<file path="src/rtl/output_port_queue_if.sv">
// Egress-queue port bundle: fabric write side plus receiver read side.
// master = fabric/receiver side, slave = the queue itself.
interface output_port_queue_if #(
  parameter int DATA_W = 8,
  parameter int ADDR_W = 6
);
  logic              wr_valid;
  logic [DATA_W-1:0] wr_data;
  logic              wr_eop;
  logic              wr_ready;
  logic              read;
  logic              ready;
  logic [DATA_W-1:0] data;
  logic [ADDR_W:0]   level;
  logic [ADDR_W:0]   pkt_count;

  modport master (
    output wr_valid, wr_data, wr_eop, read,
    input  wr_ready, ready, data, level, pkt_count
  );

  modport slave (
    input  wr_valid, wr_data, wr_eop, read,
    output wr_ready, ready, data, level, pkt_count
  );
endinterface

</file>
<file path="src/rtl/output_port_queue.sv">
// Per-port egress packet FIFO: stores {eop, byte} entries from the fabric and
// offers one complete packet at a time to the port receiver.
module output_port_queue #(
  parameter int DATA_W = 8,
  parameter int DEPTH  = 64,
  parameter int ADDR_W = 6
) (
  input logic                 clock,
  input logic                 reset_n,
  output_port_queue_if.slave  q
);

  localparam int PW = ADDR_W + 1;
  localparam logic [PW-1:0] FULL_LEVEL = PW'(DEPTH);

  typedef enum logic [1:0] {
    IDLE = 2'd0,
    SEND = 2'd1,
    GAP  = 2'd2
  } state_t;

  logic [DATA_W:0]   mem [DEPTH];
  logic [PW-1:0]     wr_ptr;
  logic [PW-1:0]     rd_ptr;
  logic [PW-1:0]     level_r;
  logic [PW-1:0]     pkt_r;
  state_t            state;
  logic              ready_r;
  logic [DATA_W-1:0] data_r;

  logic              wr_en;
  logic              pop;
  logic [DATA_W:0]   head;
  logic              head_eop;
  logic [PW-1:0]     level_nxt;
  logic [PW-1:0]     pkt_nxt;
  state_t            state_nxt;
  logic              ready_nxt;

  assign q.wr_ready  = (level_r != FULL_LEVEL);
  assign q.ready     = ready_r;
  assign q.data      = data_r;
  assign q.level     = level_r;
  assign q.pkt_count = pkt_r;

  assign wr_en    = q.wr_valid & q.wr_ready;
  assign pop      = q.read & ready_r;
  assign head     = mem[rd_ptr[ADDR_W-1:0]];
  assign head_eop = head[DATA_W];

  // Occupancy bookkeeping: a write and a pop at the same edge cancel out.
  always_comb begin
    level_nxt = level_r + PW'(wr_en) - PW'(pop);
    pkt_nxt   = pkt_r + PW'(wr_en & q.wr_eop) - PW'(pop & head_eop);
  end

  always_comb begin
    state_nxt = state;
    case (state)
      IDLE:    if (pop) state_nxt = head_eop ? GAP : SEND;
      SEND:    if (pop && head_eop) state_nxt = GAP;
      GAP:     state_nxt = IDLE;
      default: state_nxt = IDLE;
    endcase
  end

  // ready is registered; in IDLE it only rises once a whole packet is stored.
  always_comb begin
    ready_nxt = 1'b0;
    case (state_nxt)
      IDLE:    ready_nxt = (pkt_nxt != '0);
      SEND:    ready_nxt = 1'b1;
      default: ready_nxt = 1'b0;
    endcase
  end

  // Byte storage carries no reset; only the pointers define validity.
  always_ff @(posedge clock) begin
    if (wr_en) mem[wr_ptr[ADDR_W-1:0]] <= {q.wr_eop, q.wr_data};
  end

  always_ff @(posedge clock or negedge reset_n) begin
    if (!reset_n) begin
      wr_ptr  <= '0;
      rd_ptr  <= '0;
      level_r <= '0;
      pkt_r   <= '0;
      state   <= IDLE;
      ready_r <= 1'b0;
      data_r  <= '0;
    end else begin
      if (wr_en) wr_ptr <= wr_ptr + PW'(1);
      if (pop) begin
        rd_ptr <= rd_ptr + PW'(1);
        data_r <= head[DATA_W-1:0];
      end
      level_r <= level_nxt;
      pkt_r   <= pkt_nxt;
      state   <= state_nxt;
      ready_r <= ready_nxt;
    end
  end

  a_level_bound: assert property (@(posedge clock) disable iff (!reset_n)
    level_r <= FULL_LEVEL);
  a_no_pop_empty: assert property (@(posedge clock) disable iff (!reset_n)
    !(pop && level_r == '0));
  a_pkt_le_level: assert property (@(posedge clock) disable iff (!reset_n)
    pkt_r <= level_r);
  a_ptr_level: assert property (@(posedge clock) disable iff (!reset_n)
    (wr_ptr - rd_ptr) == level_r);

endmodule

</file>
<file path="src/flat_wrapper.sv">
// flat-port wrapper written by rule: the top's interface ports become plain ports
module output_port_queue_flat 
#(
  parameter int DATA_W = 8,
  parameter int DEPTH  = 64,
  parameter int ADDR_W = 6
)
  (clock, reset_n, q_wr_valid, q_wr_data, q_wr_eop, q_read, q_wr_ready, q_ready, q_data, q_level, q_pkt_count);
  output_port_queue_if #(.DATA_W(DATA_W), .ADDR_W(ADDR_W)) q_i ();
  input logic clock;
  input logic reset_n;
  input wire logic [$bits(q_i.wr_valid)-1:0] q_wr_valid;
  input wire logic [$bits(q_i.wr_data)-1:0] q_wr_data;
  input wire logic [$bits(q_i.wr_eop)-1:0] q_wr_eop;
  input wire logic [$bits(q_i.read)-1:0] q_read;
  output wire logic [$bits(q_i.wr_ready)-1:0] q_wr_ready;
  output wire logic [$bits(q_i.ready)-1:0] q_ready;
  output wire logic [$bits(q_i.data)-1:0] q_data;
  output wire logic [$bits(q_i.level)-1:0] q_level;
  output wire logic [$bits(q_i.pkt_count)-1:0] q_pkt_count;
  assign q_i.wr_valid = q_wr_valid;
  assign q_i.wr_data = q_wr_data;
  assign q_i.wr_eop = q_wr_eop;
  assign q_i.read = q_read;
  assign q_wr_ready = q_i.wr_ready;
  assign q_ready = q_i.ready;
  assign q_data = q_i.data;
  assign q_level = q_i.level;
  assign q_pkt_count = q_i.pkt_count;
  output_port_queue #(.DATA_W(DATA_W), .DEPTH(DEPTH), .ADDR_W(ADDR_W)) u_core (.clock(clock), .reset_n(reset_n), .q(q_i));
endmodule
</file>
<file path="config.mk">
export PLATFORM = sky130hd
export DESIGN_NAME = output_port_queue_flat
export DESIGN_NICKNAME = d
export VERILOG_FILES = /design/src/rtl/output_port_queue_if.sv /design/src/rtl/output_port_queue.sv /design/src/flat_wrapper.sv
export SDC_FILE = /design/constraint.sdc
export NUM_CORES = 1
export LEC_CHECK = 0
export BUFFER_PORTS_ARGS = -buffer_cell sky130_fd_sc_hd__buf_4
export CAP_MARGIN = 20
export CORE_MARGIN = 3
export CORE_UTILIZATION = 60
export CTS_CLUSTER_DIAMETER = 30
export CTS_CLUSTER_SIZE = 12
export DETAILED_ROUTE_END_ITERATION = 7
export PLACE_DENSITY = 0.79
export RECOVER_POWER = 50
export SLEW_MARGIN = 30
export SYNTH_ARGS = -nofsm -noshare
export SYNTH_HDL_FRONTEND = slang
export SYNTH_SLANG_ARGS = --single-unit
export TNS_END_PERCENT = 100
</file>
<file path="constraint.sdc">
create_clock -name clock -period 11.7 [get_ports clock]
set_input_delay 2.34 -clock clock [delete_from_list [all_inputs] [get_ports clock]]
set_output_delay 2.34 -clock clock [all_outputs]
set_load 0.05 [all_outputs]
</file>
Yosys cells after proc, flatten, opt, wreduce, memory -nomap -nowiden
Memories as Yosys holds them, arrays and structs flattened. Cells that the tools add are included. W data, S select, Z words.

Register bits: 39. Latch bits: 0. Bits in writable memories: 576. Memory bits (read-only): 0. Input bits: 13. Output and inout bits: 24. Memories kept: 1.

Memory list: u_core.mem (words 64, bits a word 9, read ports 1, clocked after Yosys merged registers in 0, write ports 1, RTL line output_port_queue.sv:22) `logic [DATA_W:0] mem [DEPTH];`.

Add/subtract/negate cells: 6. Multiply operators: 0. Div/mod/pow operators: 0. Magnitude comparators: 0. Equal/unequal tests: 3. Shifts and indexed selects: 0. Mux-type cells: 7. Bitwise logic cells: 4. Reduce and logical (&&, ||, !) cells: 4.

Operators by type and width (count): $add A7 B1 Y7 const B (2); $add A7 B1 Y7 (1); $add A7 B7 Y7 (1); $ne A7 B7 Y1 const B (1); $reduce_bool A7 Y1 (1); $sub A7 B1 Y7 (1); $sub A7 B7 Y7 (1); $mux W2 (3); $and A1 B1 Y1 (4); $eq A2 B1 Y1 const B (2); $logic_not A2 Y1 (2); $pmux W2 S2 (1); $mux W1 (2); $pmux W1 S2 (1); $logic_and A1 B1 Y1 (1).

Logic depth before layout (Yosys ltp)
Gate-level depths: netlist (run 1).

Depth after elaboration: 7. Depth in mapped cells: 21.

Least setup slack after synthesis (run 1)
No wires, ideal clock.

Path kind: input -> register. Start point: in q_read. End point: reg u_core.ready_r, in the netlist u_core.q.ready. Arrival time: 4715 ps. Required time: 11634 ps. Slack: 6919 ps. Stages: 14. Buffers on the path: 1. Cells stage by stage: nand2_1 -> clkbuf_1 -> nor2_1 -> ha_1 -> inv_1 -> ha_1 -> inv_1 -> fa_1 -> nor2b_1 -> o21a_1 -> o21ai_0 -> nand2_1 -> o311ai_0 -> o32a_1.

RTL lines: start, declared (RTL line flat_wrapper.sv:15) `input wire logic [$bits(q_i.read)-1:0] q_read;`; $and A1 B1 Y1 (RTL line output_port_queue.sv:47) `assign pop = q.read & ready_r;`; $and A1 B1 Y1 (RTL line output_port_queue.sv:54) `pkt_nxt = pkt_r + PW'(wr_en & q.wr_eop) - PW'(pop & head_eop);`; $sub A7 B7 Y7 (RTL line output_port_queue.sv:54); net u_core.pkt_nxt[6] (RTL line output_port_queue.sv:36) `logic [PW-1:0] pkt_nxt;`; $reduce_bool A7 Y1 (RTL line output_port_queue.sv:71) `IDLE: ready_nxt = (pkt_nxt != '0);`; $pmux W1 S2 (RTL line output_port_queue.sv:70) `case (state_nxt)`; net u_core.ready_nxt (RTL line output_port_queue.sv:38) `logic ready_nxt;`; end signal, assigned (RTL line output_port_queue.sv:100) `ready_r <= ready_nxt;`; end, declared (RTL line output_port_queue.sv:28) `logic ready_r;`.

The timed path passes the listed nets, and every way through them passes these cells. A chain may end at the register's enable or synchronous reset.

Worst setup path in the final report (run 1)
Start point: in q_wr_eop. End point: reg u_core.ready_r, in the netlist u_core.q.ready.

Longest elaborated chain between the ends: 5.

RTL lines: start, declared (RTL line flat_wrapper.sv:14) `input wire logic [$bits(q_i.wr_eop)-1:0] q_wr_eop;`; $and A1 B1 Y1 (RTL line output_port_queue.sv:54); $add A7 B7 Y7 (RTL line output_port_queue.sv:54); $sub A7 B7 Y7 (RTL line output_port_queue.sv:54); $reduce_bool A7 Y1 (RTL line output_port_queue.sv:71); $pmux W1 S2 (RTL line output_port_queue.sv:70); net u_core.ready_nxt (RTL line output_port_queue.sv:38).

The timed path passes the listed nets, and every way through them passes these cells.

==> impl_metrics.csv, run 1 <==
group,metric,value,unit
critical_path,worst-setup-path-type,"in -> reg",
floorplan,coreArea,0.03982,mm²
job,maxCapViolations,10,
synth,ys_ff_latch,613,
critical_path,slowest_delay,1.91,ns
pwr,power.switching,2441,µW
hold_path,hold_class,"reg -> reg",
floorplan,num_rows,73,
place,place_area,0.02499,mm²
pwr,p_seq_share,33.7,%
cells_and_area,area_growth,18.56,%
cells_and_area,final_cell_count_no_fill,1873,
clocking,cts_buffer_depth,3,
global_routing,grt_usage,27.11,%
pwr,powerDensity,280.0,mW/mm²
floorplan,initial_core_util,61.01,%
critical_path,worstPathMaxFanout,65,
timing,worst_pin_slew,3.251,ns
drt,drt_iter0_markers,1874,
drt,first_pass_iters,5,
run_status,run_status,"finished with violations",
clocking,cts_hold_buf,0,
drt,drc,0,
floorplan,dieArea,0.04295,mm²
cells_and_area,layout_commonest_cell,"edfxtp_1",
clocking,clk_pin_slew,0.05,ns
cells_and_area,final_area,0.02881,mm²
clocking,clkSinkCount,613,
pwr,p_leak,0.009442,µW
floorplan,io_pins,37,
synth,synth_edf_count,576,
timing,min_period,5.800,ns
pwr,pwr-share-comb,25.6,%
pwr,p_sw_share,30.26,%
critical_path,crit_path_start_kind,"input pin",
timing,timing.fmax,0.1724,GHz
timing,tns,0,ns
synth,yosysWarnings,0,
cells_and_area,diodes,0,
pwr,peakVddDrop,196.3,µV
timing,setup_slack,5.900,ns
pwr,pwr-share-clk,40.6,%
global_routing,grt_pass1_vias,13090,
timing,slew_viol_final,624,
timing,hold_violations,0,
drt,avgRoutedWirePerCell,30.74,µm
cells_and_area,nets,1292,
critical_path,critical_path_buf_inv_count,2,
cells_and_area,final_layout_size_suffix_gt1_share,30.93,%
synth,synth-main-ff-cell,"edfxtp_1",
clocking,h-tree-depth,3,
clocking,cts_made_buffers,102,
global_routing,antenna_found_initial,0,
synth,netlist_area,0.02430,mm²
floorplan,die_width,207.2,µm
synth,synth_fp_nets,1211,
synth,synth-seq-area-share,75.00,%
timing,post-route-period-util,49.57,%
run_status,violations,"max-capacitance violations, max-slew violations",
place,gp_congestion,0.8140,
global_routing,grt_pass1_wl,86680,µm
synth,synth_async_sr_flop_share,6.036,%
timing,skew,0.02941,ns
critical_path,crit_required,12.18,ns
synth,syn_avg_cell_area,20.63,µm²
global_routing,globalRouteOverflowTotal,0,
synth,syn_inst,1178,
timing,rsz0062_at_grt,"no",
clocking,clockRootBuffer,"clkbuf_16",
place,dp_slack,6.128,ns
clocking,cts_resized,0,
synth,synth_cell_types,52,
clocking,cts_setup_buffers,0,
critical_path,crit_arrival,6.28,ns
floorplan,die_h,207.2,µm
drt,route.vias.total,12600,
critical_path,crit_family,"buffers and inverters",
place,port_buffers,36,
critical_path,cpMaxStageDelayCell,"clkbuf_1",
drt,antenna_left,0,
critical_path,cp_cell_sequence,"clkbuf_1, and3_1, ha_1, inv_1, fa_1, nor2b_1, o21a_1, o21ai_0, a211oi_1, o2111ai_1, o32a_1",
critical_path,cp-end-kind,"flip-flop",
place,dpl.hpwl,28670,µm
timing,slew_headroom,-116.8,%
drt,vias_per_cell,6.727,
timing,setup_viol,0,
pwr,internal-power,5624,µW
global_routing,grt_max_degree,147,
drt,wirelength,57590,µm
cells_and_area,layout_common_cells,"576 x edfxtp_1, 154 x mux4_2, 104 x clkbuf_16, 45 x nor2_1, 33 x dfrtp_1",
place,place_inst,1680,
clocking,worstSkewPairLatency,0.63,ns
clocking,cts_tree,"built",
==> logic make-up after synthesis <==
kind of cell / after synthesis / share of synthesized area [%]
multiplexers: 194 / 16.02
XOR/XNOR: 18 / 0.6488
AND/OR/NAND/NOR: 154 / 3.054
flip-flops: 613 / 75.00
AO/OA/AOI/OAI: 87 / 2.359
adder cells (fa/ha/maj): 20 / 1.092
buffers and inverters: 92 / 1.833
==> cells in the mapped netlist, types with 3 or more instances <==
| cell | n | share of area, % |
|---|---|---|
| a21o_1 | 4 | 0.12 |
| ha_1 | 18 | 0.93 |
| buf_6 | 5 | 0.23 |
| nand2b_1 | 3 | 0.077 |
| nand2_1 | 15 | 0.23 |
| nor2_1 | 76 | 1.2 |
| a211oi_1 | 15 | 0.46 |
| inv_1 | 26 | 0.40 |
| clkbuf_1 | 25 | 0.39 |
| o22ai_1 | 5 | 0.13 |
| mux2i_1 | 22 | 0.91 |
| nand4_1 | 5 | 0.13 |
| buf_4 | 12 | 0.37 |
| nor3_1 | 8 | 0.16 |
| nand3b_1 | 6 | 0.19 |
| nor2b_1 | 21 | 0.54 |
| o21ai_0 | 16 | 0.33 |
| mux2_2 | 18 | 0.83 |
| mux4_2 | 154 | 14 |
| dfrtp_1 | 37 | 3.8 |
| a2111oi_0 | 6 | 0.22 |
| buf_1 | 9 | 0.14 |
| nand3_1 | 5 | 0.10 |
| xnor2_1 | 14 | 0.50 |
| xor2_1 | 4 | 0.14 |
| and2_1 | 3 | 0.077 |
| buf_2 | 14 | 0.29 |
| a21oi_1 | 19 | 0.39 |
| o21ai_1 | 4 | 0.082 |
| edfxtp_1 | 576 | 71 |
==> stage by stage <==
stage	utilization [%]	power (µW)	hold WS, ns
2_1_floorplan	-	4195	0.4781
3_3_place_gp	62.66	4680	0.4984
3_5_place_dp	62.76	4737	0.5188
4_1_cts	72.28	8065	0.5283
5_1_grt	72.34	8318	0.5423
6_report	72.34	8065	0.5321
==> sequential cells by signal, summed over array words and instances, names as in the netlist <==
name,cells
u_core.q.ready,1
u_core.q.data,8
u_core.state,2
u_core.q.pkt_count,7
u_core.q.level,7
u_core.wr_ptr,6
u_core.rd_ptr,6
u_core.mem,576
==> layer usage <==
metal / up-vias / GRT usage, % / wire [µm]
li1: 5019 / - / -
met1: 6510 / 38.47 / 21590
met2: 908 / 42.11 / 28330
met3: 162 / 5.818 / 5582
met4: 0 / 11.17 / 2083
met5: - / 0 / 0
==> path summary, 6_finish.rpt <==
check	startpoint	endpoint	slack, ns	cells after the start
hold reg to reg	u_core.q.data[3]	u_core.q.data[3]	0.53	2
min in group asynchronous	reset_n	u_core.q.level[4]	2.36	1
hold / removal	u_core.q.data[3]	u_core.q.data[3]	0.53	2
setup / recovery	q_wr_eop	u_core.q.ready	5.90	11
setup reg to reg	u_core.rd_ptr[0]	u_core.q.ready	6.14	18
max in group asynchronous	reset_n	u_core.rd_ptr[0]	7.77	1
==> area by class of cell <==
| class | count | area, µm² |
|---|---|---|
| clock buffers | 120 | 2713 |
| flip-flops and latches | 613 | 18240 |
| clock inverters | 73 | 1080 |
| well taps | 525 | 656.9 |
| inverters | 27 | 101.3 |
| fillers | 2172 | 11020 |
| multi-input cells | 473 | 5707 |
| repair buffers | 42 | 315.3 |
==> power by group through the flow <==
| stage | clock network [µW] | registers (µW) | logic [µW] |
|---|---|---|---|
| global placement | 0 | 2740 | 1940 |
| detailed placement | 0 | 2750 | 1990 |
| finish | 3280 | 2720 | 2070 |
| CTS | 3290 | 2720 | 2060 |
| global route | 3390 | 2740 | 2190 |
| floorplan | 0 | 2770 | 1430 |
==> worst min-delay path: stages (launching register included) <==
cell,delay (ns)
dfrtp_1,0.37
a2bb2oi_1,0.07
o31ai_1,0.06
No activity file was read; power rests on OpenSTA's default activity.
==> run 2, diff against run 1 <==
Settings changed: ABC_AREA from default to 1.
Clock period 11.7 ns to 5.87 ns, I/O delays scaled along.
==> impl_metrics.csv, run 2 <==
group,metric,value,unit
place,gp_congestion,0.9174,
critical_path,worstPathMaxFanout,65,
timing,skew,0.02535,ns
pwr,internal-power,10310,µW
cells_and_area,final_layout_size_suffix_gt1_share,9.462,%
synth,syn_inst,2172,
timing,post-route-period-util,75.47,%
pwr,pwr-share-clk,36.3,%
cells_and_area,nFillCells,2663,
synth,synth.top_cell.area_share,68.03,%
floorplan,die_width,211.9,µm
global_routing,top_usage_layer,"met2",
pwr,peakVddDrop,471.7,µV
clocking,cts_setup_buffers,0,
timing,timing.fmax,0.2257,GHz
pwr,p_leak,0.01055,µW
cells_and_area,area_growth,15.39,%
timing,tns,0,ns
cells_and_area,nets,2246,
clocking,cts_tree,"built",
global_routing,grt_pass1_vias,17440,
floorplan,num_rows,74,
critical_path,cp-end-kind,"flip-flop",
cells_and_area,layout_common_cells,"576 x edfxtp_1, 539 x nor2_1, 281 x nand2_1, 217 x o21ai_0, 107 x clkbuf_16",
drt,first_pass_iters,6,
clocking,worstSkewPairLatency,0.64,ns
job,maxCapViolations,10,
drt,avgRoutedWirePerCell,22.59,µm
critical_path,crit_required,6.38,ns
run_status,violations,"max-capacitance violations, max-slew violations",
cells_and_area,multi_input_area,0.006173,mm²
synth,synth_fp_nets,2205,
cells_and_area,fin_util,70.89,%
cells_and_area,seqCellArea,0.01823,mm²
critical_path,cp_cell_sequence,"clkbuf_1, inv_1, nor2_1, ha_1, inv_1, fa_1, nand3b_1, nand2_1, nand2_1, a21oi_1, o21ai_0, nand2_1, nand3_1, nand2_1, nand2_1",
global_routing,globalRouteOverflowTotal,0,
global_routing,grt_usage,28.89,%
floorplan,io_pins,37,
drt,antenna_left,0,
clocking,cts_resized,0,
pwr,powerDensity,561.6,mW/mm²
critical_path,crit_arrival,4.94,ns
synth,netlist_area,0.02542,mm²
cells_and_area,layout_commonest_cell,"edfxtp_1",
clocking,clkSinkCount,613,
global_routing,antenna_found_initial,0,
clocking,cts_buffer_depth,3,
hold_path,hold_class,"reg -> reg",
synth,ys_ff_latch,613,
clocking,h-tree-depth,3,
global_routing,met1_usage,38.23,%
drt,route.vias.total,17360,
clocking,cts_made_buffers,106,
pwr,p_seq_share,32.2,%
drt,drt_iter0_markers,1996,
floorplan,coreArea,0.04139,mm²
cells_and_area,diodes,0,
pwr,p_sw_share,37.40,%
timing,hold_violations,0,
timing,min_period,4.430,ns
synth,synth-main-ff-cell,"edfxtp_1",
global_routing,met3_usage,5.854,%
synth,synth.top_cells.by_count,"576 x edfxtp_1, 539 x nor2_1, 281 x nand2_1",
floorplan,dieArea,0.04488,mm²
synth,yosysWarnings,0,
synth,synth_most_common_cell,"edfxtp_1",
pwr,pwr-share-comb,31.5,%
synth,synthTopCellsByArea,"edfxtp_1 68%, nor2_1 8.0%, o21ai_0 4.3%, nand2_1 4.1%, dfrtp_1 3.6%",
timing,rsz0062_at_grt,"no",
critical_path,crit_path_start_kind,"input pin",
critical_path,worst-setup-path-type,"in -> reg",
clocking,cts_hold_buf,0,
drt,wirelength,64060,µm
place,port_buffers,36,
timing,slew_viol_final,624,
synth,synth_largest_area_cell,"edfxtp_1",
critical_path,crit_family,"buffers and inverters",
synth,synth_edf_count,576,
timing,slew_headroom,-151.7,%
drt,drc,0,
place,dpl.hpwl,34990,µm
run_status,run_status,"finished with violations",
synth,synth_cell_types,31,
cells_and_area,largest_reg_flops,576,
global_routing,grt_max_degree,206,
floorplan,die_h,211.9,µm
global_routing,met2_usage,46.60,%
clocking,clockRootBuffer,"clkbuf_16",
synth,synth-seq-area-share,71.67,%
critical_path,cp_common_cell,"nand2_1",
timing,worst_pin_slew,3.776,ns
critical_path,cpMaxStageDelayCell,"clkbuf_1",
floorplan,initial_core_util,61.43,%
drt,vias_per_cell,6.121,
critical_path,slowest_delay,1.86,ns
synth,synth_async_sr_flop_share,6.036,%
timing,setup_viol,0,
global_routing,grt_pass1_wl,98010,µm
synth,syn_avg_cell_area,11.71,µm²
pwr,power.switching,6162,µW
clocking,clk_pin_slew,0.05,ns
critical_path,critical_path_buf_inv_count,3,
run 2: cell types whose count changed in the layout (fill, tap and decap cells not counted), moves of 60 or more:
cell,change
nor2_1,+494
nand2_1,+266
o21ai_0,+201
mux4_2,-154
nand3_1,+78
o211ai_1,+78
inv_1,+60
run 2: cell families after synthesis:
| group | count (synthesis) | share of synthesized area, % |
|---|---|---|
| AND/OR/NAND/NOR | 920 | 14.14 |
| flip-flops | 613 | 71.67 |
| AO/OA/AOI/OAI | 387 | 8.440 |
| buffers and inverters | 213 | 4.045 |
| adder cells (fa/ha/maj) | 20 | 1.043 |
| XOR/XNOR | 19 | 0.6545 |
run 2: layout make-up:
type	count	share of cell area, %
clock inverter	74	2.602
clock buffer	125	9.425
multi-input combinational	1346	21.04
sequential	613	62.14
inverter	92	1.198
tap	532	2.269
timing repair buffer	54	1.326
run 2: power groups by stage:
| stage | registers, µW | clock network, µW | logic (µW) |
|---|---|---|---|
| after global routing | 5320 | 6210 | 5660 |
| final | 5300 | 5980 | 5190 |
| after detailed placement | 5360 | 0 | 5010 |
| after CTS | 5280 | 6000 | 5120 |
| after global placement | 5350 | 0 | 4880 |
| after floorplan | 5540 | 0 | 3370 |
run 2: final timing paths:
check | from | to | slack (ns) | depth (start not counted)
max in group asynchronous | reset_n | u_core.rd_ptr[0] | 3.21 | 1
min in group asynchronous | reset_n | u_core.q.pkt_count[6] | 1.16 | 1
min | u_core.state[1] | u_core.state[1] | 0.42 | 1
min reg2reg | u_core.state[1] | u_core.state[1] | 0.42 | 1
max reg2reg | u_core.rd_ptr[1] | u_core.q.ready | 1.48 | 26
max | q_wr_eop | u_core.q.ready | 1.44 | 15
run 2: per-stage QoR:
stage	hold slack [ns]	setup slack (ns)	power, µW	cells	instance area, µm²
3_3_place_gp	0.4137	1.670	10220	2637	25850
6_report	0.4237	1.440	16470	2836	29340
4_1_cts	0.4236	1.557	16400	2836	29380
3_5_place_dp	0.4184	1.623	10370	2637	25850
5_1_grt	0.4458	1.044	17180	2836	29340
2_1_floorplan	0.4018	2.550	8906	2172	25420
run 2: layer usage:
layer | wire length [µm] | vias up | part of all wire (%)
met1 | 24110 | 8430 | 38
met2 | 30940 | 1043 | 48
met4 | 2610 | 0 | 4.1
li1 | - | 7692 | -
met5 | 0 | - | 0
met3 | 6396 | 195 | 10
==> run 3, diff against run 2 <==
Settings changed: CORE_UTILIZATION 60 to 57.
Clock period 5.87 ns to 3.84 ns, I/O delays scaled along.
==> impl_metrics.csv, run 3 (synthesis gave the netlist of run 2 again) <==
group,metric,value,unit
clocking,worstSkewPairLatency,0.65,ns
timing,slew_viol_final,666,
global_routing,grt_usage,28.42,%
place,dp_slack,0.03165,ns
timing,setup_slack,0.07393,ns
floorplan,num_rows,76,
cells_and_area,nets,2356,
clocking,cts_tree,"built",
critical_path,rr_worst_depth,25,
drt,antenna_left,0,
place,dpl.hpwl,37650,µm
global_routing,grt_max_degree,85,
drt,drt_iter0_markers,2934,
cells_and_area,final_cell_count_no_fill,2997,
pwr,internal-power,16340,µW
pwr,power.switching,9909,µW
hold_path,hold_path_depth,1,
clocking,clkSinkCount,613,
timing,post-route-period-util,98.07,%
drt,wirelength,69590,µm
drt,vias_per_cell,6.170,
timing,setup_viol,0,
cells_and_area,largest_reg_flops,576,
timing,min_period,3.766,ns
cells_and_area,final_area,0.03046,mm²
clocking,cts_hold_buf,0,
place,place_area,0.02667,mm²
floorplan,die_width,217.2,µm
clocking,clockRootBuffer,"clkbuf_16",
clocking,cts_buffer_depth,3,
floorplan,coreArea,0.04355,mm²
pwr,peakVddDrop,724.6,µV
pwr,powerDensity,861.9,mW/mm²
timing,skew,0.02569,ns
cells_and_area,layout_commonest_cell,"edfxtp_1",
pwr,pwr-share-comb,33.9,%
cells_and_area,final_layout_size_suffix_gt1_share,14.34,%
floorplan,die_h,217.2,µm
run_status,run_status,"finished with violations",
cells_and_area,layout_common_cells,"576 x edfxtp_1, 538 x nor2_1, 280 x nand2_1, 217 x o21ai_0, 138 x buf_4",
hold_path,hold_class,"reg -> reg",
critical_path,crit_arrival,4.33,ns
floorplan,dieArea,0.04717,mm²
global_routing,antenna_found_initial,1,
clocking,clk_pin_slew,0.05,ns
timing,hold_violations,0,
job,maxCapViolations,11,
critical_path,cp-end-kind,"flip-flop",
drt,drc,0,
global_routing,grt_pass1_wl,102300,µm
cells_and_area,fin_util,69.94,%
timing,worst_pin_slew,3.623,ns
critical_path,worst-setup-path-type,"reg -> reg",
critical_path,worstPathMaxFanout,14,
timing,timing.fmax,0.2655,GHz
floorplan,io_pins,37,
place,port_buffers,36,
floorplan,initial_core_util,58.38,%
drt,avgRoutedWirePerCell,23.22,µm
cells_and_area,area_growth,19.80,%
drt,route.vias.total,18490,
critical_path,crit_path_start_kind,"flip-flop",
drt,first_pass_iters,7,
pwr,pwr-share-clk,35.3,%
global_routing,grt_pass1_vias,18350,
place,gp_congestion,0.9612,
cells_and_area,diodes,0,
pwr,p_leak,0.01118,µW
clocking,cts_made_buffers,106,
run_status,violations,"max-capacitance violations, max-slew violations",
timing,slew_headroom,-141.5,%
pwr,p_seq_share,30.8,%
critical_path,crit_required,4.40,ns
pwr,total_power,26250,µW
global_routing,globalRouteOverflowTotal,0,
place,place_inst,2787,
clocking,h-tree-depth,3,
pwr,p_sw_share,37.75,%
[run 3: layer usage]
layer,share of wire (%),GRT usage [%]
met1,36,37.10
met2,47,45.85
met3,12,6.604
met4,4.8,12.98
met5,0.023,0
[run 3: final cells by class]
type	instances	area [µm²]
Clock buffer	115	2718
Inverter	92	374.1
Fill cell	2764	13090
Tap cell	585	732.0
Clock inverter	82	842.1
Sequential cell	613	18230
Timing Repair Buffer	162	1321
Timing Repair inverter	2	25.02
Multi-Input combinational cell	1346	6217
[run 3: worst max-delay path, cell delays in order, from the launching register on]
cell and delay (ns):
dfrtp_4 0.43, dlymetal6s2s_1 0.20, buf_4 0.22, clkinv_8 0.14, o21ai_1 0.25, a21oi_1 0.11
nor2_1 0.12, nand2_1 0.05, nand3_1 0.08, nand2_2 0.10, nand2_2 0.09, inv_1 0.04
ha_1 0.29, inv_2 0.07, ha_4 0.13, inv_1 0.06, fa_2 0.36, nand3b_1 0.17
nand2_1 0.09, inv_1 0.06, or2_2 0.29, nand3_1 0.07, nor2_1 0.05, nand3_1 0.08
nand2_1 0.05, nand2_1 0.08
[run 3: stage by stage]
| step | hold WS [ns] | setup TNS (ns) |
|---|---|---|
| after floorplan | 0.4018 | 0 |
| after global placement | 0.4119 | 0 |
| after detailed placement | 0.4237 | 0 |
| after CTS | 0.1070 | 0 |
| after global routing | 0.4761 | -0.06782 |
| final | 0.4520 | 0 |
[run 3: path summary, 6_finish.rpt]
kind,slack [ns],endpoint,start
worst min-delay path,0.45,u_core.state[1],u_core.state[1]
worst min register to register,0.45,u_core.state[1],u_core.state[1]
worst max-delay path,0.07,u_core.q.ready,u_core.rd_ptr[0]
max in group asynchronous,1.37,u_core.rd_ptr[0],reset_n
worst max register to register,0.07,u_core.q.ready,u_core.rd_ptr[0]
min in group asynchronous,0.81,u_core.q.pkt_count[2],reset_n
[run 3: power groups by stage]
| stage | Clock (µW) | Combinational [µW] | Sequential (µW) |
|---|---|---|---|
| after floorplan | 0 | 5150 | 8470 |
| after detailed placement | 0 | 7910 | 8160 |
| final | 9280 | 8890 | 8080 |
| after global routing | 9640 | 9510 | 8100 |
| after CTS | 9310 | 8140 | 8050 |
| after global placement | 0 | 7670 | 8140 |
[run 3: what timing repair did]
| action | CTS | global route |
|---|---|---|
| buffers inserted | 0 | 7 |
| gates cloned | 0 | 6 |
| pin swaps | 0 | 2 |
| setup endpoints to repair | 1 | 3 |
| gates resized for setup | 1 | 23 |
